[config.mk]
export PLATFORM = sky130hd
export DESIGN_NAME = hilo_muldiv_unit
export DESIGN_NICKNAME = d
export VERILOG_FILES = /design/src/rtl/hilo_muldiv_unit.sv
export SDC_FILE = /design/constraint.sdc
export NUM_CORES = 1
export LEC_CHECK = 0
export BUFFER_PORTS_ARGS = -buffer_cell sky130_fd_sc_hd__buf_2
export CORE_MARGIN = 2
export CORE_UTILIZATION = 45
export CTS_BUF_LIST = sky130_fd_sc_hd__clkbuf_8
export DETAILED_ROUTE_END_ITERATION = 6
export SLEW_MARGIN = 10
export SYNTH_ARGS = -nofsm -noshare
export SYNTH_HDL_FRONTEND = slang
export SYNTH_SLANG_ARGS = --single-unit
[constraint.sdc]
create_clock -name clk -period 5.7 [get_ports clk]
set_input_delay 0.285 -clock clk [delete_from_list [all_inputs] [get_ports clk]]
set_output_delay 0.285 -clock clk [all_outputs]
set_load 0.01 [all_outputs]
[src/rtl/hilo_muldiv_unit.sv]
// EX-stage iterative multiply/divide unit owning the HI/LO register pair.
// Define MULDIV_FAST_MUL_EN for a single-step combinational multiplier.
module hilo_muldiv_unit #(
    parameter int WIDTH = 32,
    parameter int CNT_W = 6
) (
    input  logic             clk,
    input  logic             rst_n,
    input  logic             start,
    input  logic [2:0]       op,
    input  logic [WIDTH-1:0] opnd_a,
    input  logic [WIDTH-1:0] opnd_b,
    input  logic             rd_hilo,
    input  logic             flush,
    output logic [WIDTH-1:0] hi,
    output logic [WIDTH-1:0] lo,
    output logic             busy,
    output logic             stall_req,
    output logic             done
);
    localparam int W2 = 2 * WIDTH;

    typedef enum logic [1:0] {S_IDLE, S_MUL, S_DIV, S_FIN} state_e;

    state_e           state_q;
    logic [WIDTH-1:0] hi_q, lo_q, a_q, b_q;
    logic [W2-1:0]    acc_q;
    logic [CNT_W-1:0] cnt_q;
    logic             neg_q, rneg_q, div_q, dz_q, done_q;

    logic             is_mul, is_div, is_sgn, sa, sb;
    logic [WIDTH-1:0] mag_a, mag_b;

    always_comb begin
        is_mul = (op == 3'd1) || (op == 3'd2);
        is_div = (op == 3'd3) || (op == 3'd4);
        is_sgn = (op == 3'd1) || (op == 3'd3);
        sa     = is_sgn & opnd_a[WIDTH-1];
        sb     = is_sgn & opnd_b[WIDTH-1];
        mag_a  = sa ? -opnd_a : opnd_a;
        mag_b  = sb ? -opnd_b : opnd_b;
    end

    logic [WIDTH:0]   sum;
    logic [W2-1:0]    mul_nx, div_nx;
    logic             ge;
    logic [WIDTH-1:0] diff;

    // acc holds {partial, multiplier} for MUL and {remainder, quotient} for DIV
    always_comb begin
        sum    = {1'b0, acc_q[W2-1:WIDTH]}
               + {1'b0, (acc_q[0] ? a_q : {WIDTH{1'b0}})};
        mul_nx = {sum, acc_q[WIDTH-1:1]};
        ge     = acc_q[W2-1:WIDTH-1] >= {1'b0, b_q};
        diff   = acc_q[W2-2:WIDTH-1] - b_q;
        div_nx = ge ? {diff, acc_q[WIDTH-2:0], 1'b1}
                    : {acc_q[W2-2:0], 1'b0};
    end

    logic [W2-1:0]    prod;
    logic [WIDTH-1:0] rem, quo, fin_hi, fin_lo;

    always_comb begin
        prod = neg_q ? -acc_q : acc_q;
        rem  = acc_q[W2-1:WIDTH];
        quo  = acc_q[WIDTH-1:0];
        if (!div_q) begin
            fin_hi = prod[W2-1:WIDTH];
            fin_lo = prod[WIDTH-1:0];
        end else if (dz_q) begin
            fin_hi = rneg_q ? -a_q : a_q;
            fin_lo = {WIDTH{1'b1}};
        end else begin
            fin_hi = rneg_q ? -rem : rem;
            fin_lo = neg_q ? -quo : quo;
        end
    end

    always_ff @(posedge clk or negedge rst_n) begin
        if (!rst_n) begin
            state_q <= S_IDLE;
            hi_q    <= '0;
            lo_q    <= '0;
            a_q     <= '0;
            b_q     <= '0;
            acc_q   <= '0;
            cnt_q   <= '0;
            neg_q   <= 1'b0;
            rneg_q  <= 1'b0;
            div_q   <= 1'b0;
            dz_q    <= 1'b0;
            done_q  <= 1'b0;
        end else begin
            done_q <= 1'b0;
            if (flush) begin
                state_q <= S_IDLE;
                cnt_q   <= '0;
            end else begin
                unique case (state_q)
                    S_IDLE: begin
                        if (start && (is_mul || is_div)) begin
                            a_q    <= mag_a;
                            b_q    <= mag_b;
                            neg_q  <= sa ^ sb;
                            rneg_q <= sa;
                            div_q  <= is_div;
                            dz_q   <= (opnd_b == '0);
                            cnt_q  <= '0;
                            if (is_div) begin
                                acc_q   <= {{WIDTH{1'b0}}, mag_a};
                                state_q <= S_DIV;
                            end else begin
`ifdef MULDIV_FAST_MUL_EN
                                acc_q   <= W2'(mag_a) * W2'(mag_b);
                                state_q <= S_FIN;
`else
                                acc_q   <= {{WIDTH{1'b0}}, mag_b};
                                state_q <= S_MUL;
`endif
                            end
                        end else if (start && op == 3'd5) begin
                            hi_q <= opnd_a;
                        end else if (start && op == 3'd6) begin
                            lo_q <= opnd_a;
                        end
                    end
                    S_MUL: begin
                        acc_q <= mul_nx;
                        cnt_q <= cnt_q + 1'b1;
                        if (cnt_q == CNT_W'(WIDTH - 1)) state_q <= S_FIN;
                    end
                    S_DIV: begin
                        acc_q <= div_nx;
                        cnt_q <= cnt_q + 1'b1;
                        if (cnt_q == CNT_W'(WIDTH - 1)) state_q <= S_FIN;
                    end
                    S_FIN: begin
                        hi_q    <= fin_hi;
                        lo_q    <= fin_lo;
                        done_q  <= 1'b1;
                        state_q <= S_IDLE;
                    end
                    default: state_q <= S_IDLE;
                endcase
            end
        end
    end

    assign hi        = hi_q;
    assign lo        = lo_q;
    assign busy      = (state_q != S_IDLE);
    assign done      = done_q;
    assign stall_req = busy & (start | rd_hilo);

endmodule

==> results.yml <==
layout:
  fin_nets: 2416
  drive_above_1_share: 0.114
  finalCoreUtilization: 0.503
  area_growth_pct: 10.4
  diodes: 0
  nFillCells: 3934
placed_design:
  place_congestion: 0.966
  post-dp-hpwl_mm: 50.0
  portBuffers: 138
global_route:
  grt_max_degree: 115
  gr-max-usage-layer: "met2"
  met1_usage: 0.423
  grt-ovfl-total: 0
  grt.met3_usage: 0.0560
  grt.total_usage: 0.320
  grt_pass1_wl_mm: 101
  use_met2: 0.510
  antenna_found_initial: 7
  first_global_vias: 16700
clock_tree:
  cts.sinks: 205
  insertion_delay_ns: 0.63
  postCtsSetupBuffers: 0
  clock-root-buffer: "clkbuf_8"
  cts.repair.resized: 0
  cts_tree: "built"
  clockBufferDepth: 3
  path_clk_slew_ns: 0.06
  cts-htree-levels: 2
  numCtsBuffers: 40
synthesis:
  synth_warnings: 0
  synth_nets: 2373
  ys_seq_area_frac: 0.292
  synth.cell_area_um2: 17600
  synthDistinctLibCells: 82
  async_flop_share: 1.00
  synthFlopType: "dfrtp_1"
  synth-seq-cells: 205
  syn_inst: 2224
  syn_area_per_cell_um2: 7.90
  synth_edf_count: 0
sta:
  clock_skew_ns: 0.0431
  slew_viol_final: 0
  maxSlewHeadroom: 0.330
  worst_pin_slew_ns: 1.00
  fmax_mhz: 250
  period_share: 0.703
  setup_violations: 0
  min_period_ns: 4.01
  hold_violations: 0
  rsz0062_at_grt: "false"
  tns_ns: 0
floorplan:
  start_util: 0.455
  die_area_um2: 40600
  die_w_um: 202
  core.rowCount: 72
  core_area_um2: 38600
  die_y_um: 202
  io_pins: 139
power_and_ir_drop:
  seqPwrFrac: 0.279
  p_int_w: 0.00508
  combPwrFrac: 0.555
  p_leak_nw: 8.77
  peakVddDrop_v: 0.000778
  clock_power_share: 0.166
  switching_share: 0.497
  p_per_area_nw_per_um2: 521
  switchingPower_w: 0.00501
setup_path:
  start_kind: "flop"
  path_delay_family: "simple AND/OR/NAND/NOR gates"
  slowest_delay_ns: 0.65
  critical_path_required_ns: 6.20
  critPathBufInv: 4
  critPathKind: "flop to flop"
  arrival_ns: 4.51
  path_cells: "inv_1 -> ha_1 -> buf_4 -> inv_2 -> nor2_1 -> a31oi_1 -> nor3_2 -> inv_1 -> nor2_1 -> o21ai_0 -> o21ai_0"
  crit_path_max_fanout: 36
  cp_slowest_cell: "nor3_2"
  cp-end-kind: "flop"
run:
  maxCapViolCount: 0
min_path:
  min_path_type: "input pin to flop"
detailed_routing:
  vias_per_cell: 6.20
  drc: 0
  vias: 17500
  wl_mm: 64.7
  avgRoutedWirePerCell_um: 23.0
  ant_nets: 0
  drt-pass1-iter-count: 5
  drt_iter0_drc: 1756
status:
  status: "completed"
==> path summary, 6_finish.rpt <==
| kind | end | slack [ns] | from | cells past startpoint |
|---|---|---|---|---|
| min in group asynchronous | acc_q[54] | 0.32 | rst_n | 2 |
| worst max-delay path | acc_q[63] | 1.69 | state_q[0] | 11 |
| worst max register to register | acc_q[63] | 1.69 | state_q[0] | 11 |
| max in group asynchronous | neg_q | 4.18 | rst_n | 3 |
| worst min-delay path | dz_q | 0.03 | opnd_b[29] | 3 |
| worst min register to register | lo[30] | 0.47 | lo[30] | 2 |
==> cells in the final DEF, fill, tap and decap left out, types with 21 or more instances in the layout <==
master,synthesis,routed
a22oi_1,21,21
or3_1,24,23
clkbuf_8,0,49
o22ai_1,30,30
dfrtp_1,205,203
and2_1,43,43
nor2_1,96,95
mux2i_1,25,25
xor2_1,95,95
o21ai_0,256,255
a21o_1,43,43
xnor2_1,132,132
buf_4,1,22
a21oi_1,156,156
nor3_1,23,22
inv_1,69,82
a31oi_1,21,21
nand3_1,31,31
buf_2,5,137
nand2_1,315,315
o31ai_1,60,60
a221oi_1,25,25
ha_1,75,75
o221ai_1,23,23
and3_1,34,34
==> power groups by stage <==
stage | sequential, W | combinational [W] | clock [W]
global route | 0.00289 | 0.00621 | 0.00176
detailed placement | 0.00282 | 0.00551 | 0
floorplan | 0.00257 | 0.00400 | 0
finish | 0.00281 | 0.00559 | 0.00168
global placement | 0.00280 | 0.00546 | 0
CTS | 0.00280 | 0.00553 | 0.00170
==> worst reg2reg max path: stages, from the launching register on <==
cell     delay [ns]
dfrtp_1        0.40
inv_1          0.10
ha_1           0.28
buf_4          0.35
inv_2          0.37
nor2_1         0.18
a31oi_1        0.09
nor3_2         0.65
inv_1          0.21
nor2_1         0.59
o21ai_0        0.40
o21ai_0        0.27
==> sequential cells by signal, indices dropped and copies added, names as in the netlist <==
signal   flops
neg_q        1
acc_q       64
cnt_q        6
lo          32
state_q      2
rneg_q       1
hi          32
b_q         32
done         1
a_q         32
div_q        1
dz_q         1
==> cells by family (layout without fill, tap and decap cells) <==
kind of cell,Yosys count,count (layout),synth area share
AO/OA/AOI/OAI,778,778,0.285
AND/OR/NAND/NOR,672,672,0.183
buffers and inverters,235,308,0.0529
XOR/XNOR,227,227,0.113
flip-flops,205,205,0.292
adder cells (fa/ha/maj),77,77,0.0557
multiplexers,30,30,0.0181
==> final cells by class <==
| class | instances | area (um2) | area share |
|---|---|---|---|
| Timing Repair Buffer | 166 | 935 | 0.0482 |
| Multi-Input combinational cell | 1784 | 11500 | 0.595 |
| Inverter | 70 | 263 | 0.0136 |
| Clock buffer | 48 | 661 | 0.0341 |
| Tap cell | 518 | 648 | 0.0334 |
| Sequential cell | 205 | 5130 | 0.265 |
| Clock inverter | 24 | 219 | 0.0113 |
==> routing by layer <==
metal | vias to the layer above | part of all wire
met3 | 165 | 0.072
met5 | - | 0.00028
li1 | 8155 | -
met1 | 8434 | 0.41
met4 | 2 | 0.049
met2 | 699 | 0.46
==> what timing repair did <==
item,CTS,global route
setup endpoints to repair,0,0
hold buffers,5,0
hold endpoints to repair,95,0
==> stage by stage <==
| step | power [W] | hold WS (ns) | area (um2) | std cells | worst slack, ns |
|---|---|---|---|---|---|
| 6_report | 0.0101 | 0.0334 | 19400 | 2815 | 1.69 |
| 5_1_grt | 0.0109 | 0.0256 | 19400 | 2815 | 1.49 |
| 4_1_cts | 0.0100 | 0.00598 | 19400 | 2815 | 1.41 |
| 3_5_place_dp | 0.00833 | 0.415 | 18400 | 2738 | 1.46 |
| 3_3_place_gp | 0.00826 | 0.407 | 18400 | 2738 | 1.43 |
| 2_1_floorplan | 0.00657 | -0.0106 | 17600 | 2224 | 2.51 |
==> synthesized netlist by cell type, types with 10 or more instances <==
| master | number | area (um2) |
|---|---|---|
| nand2b_1 | 14 | 87.6 |
| or3_1 | 24 | 150 |
| o22ai_1 | 30 | 188 |
| inv_1 | 69 | 259 |
| mux2i_1 | 25 | 250 |
| and2_1 | 43 | 269 |
| or4_1 | 16 | 120 |
| nand4_1 | 14 | 87.6 |
| a21o_1 | 43 | 323 |
| o31ai_1 | 60 | 450 |
| a21oi_1 | 156 | 781 |
| nor4_1 | 15 | 93.8 |
| xnor2_1 | 132 | 1160 |
| o221ai_1 | 23 | 201 |
| ha_1 | 75 | 938 |
| a22oi_1 | 21 | 158 |
| nor2b_1 | 10 | 62.6 |
| nand2_1 | 315 | 1180 |
| and3_1 | 34 | 213 |
| dfrtp_1 | 205 | 5130 |
| xor2_1 | 95 | 832 |
| o41ai_1 | 16 | 140 |
| nor2_1 | 96 | 360 |
| buf_1 | 17 | 63.8 |
| o21a_1 | 13 | 97.6 |
| o21ai_0 | 256 | 1280 |
| nand3_1 | 31 | 155 |
| nor3_1 | 23 | 115 |
| clkbuf_1 | 137 | 514 |
| a31oi_1 | 21 | 131 |
| o211ai_1 | 18 | 135 |
| a221oi_1 | 25 | 219 |
No activity file was read; power rests on OpenSTA's default activity.
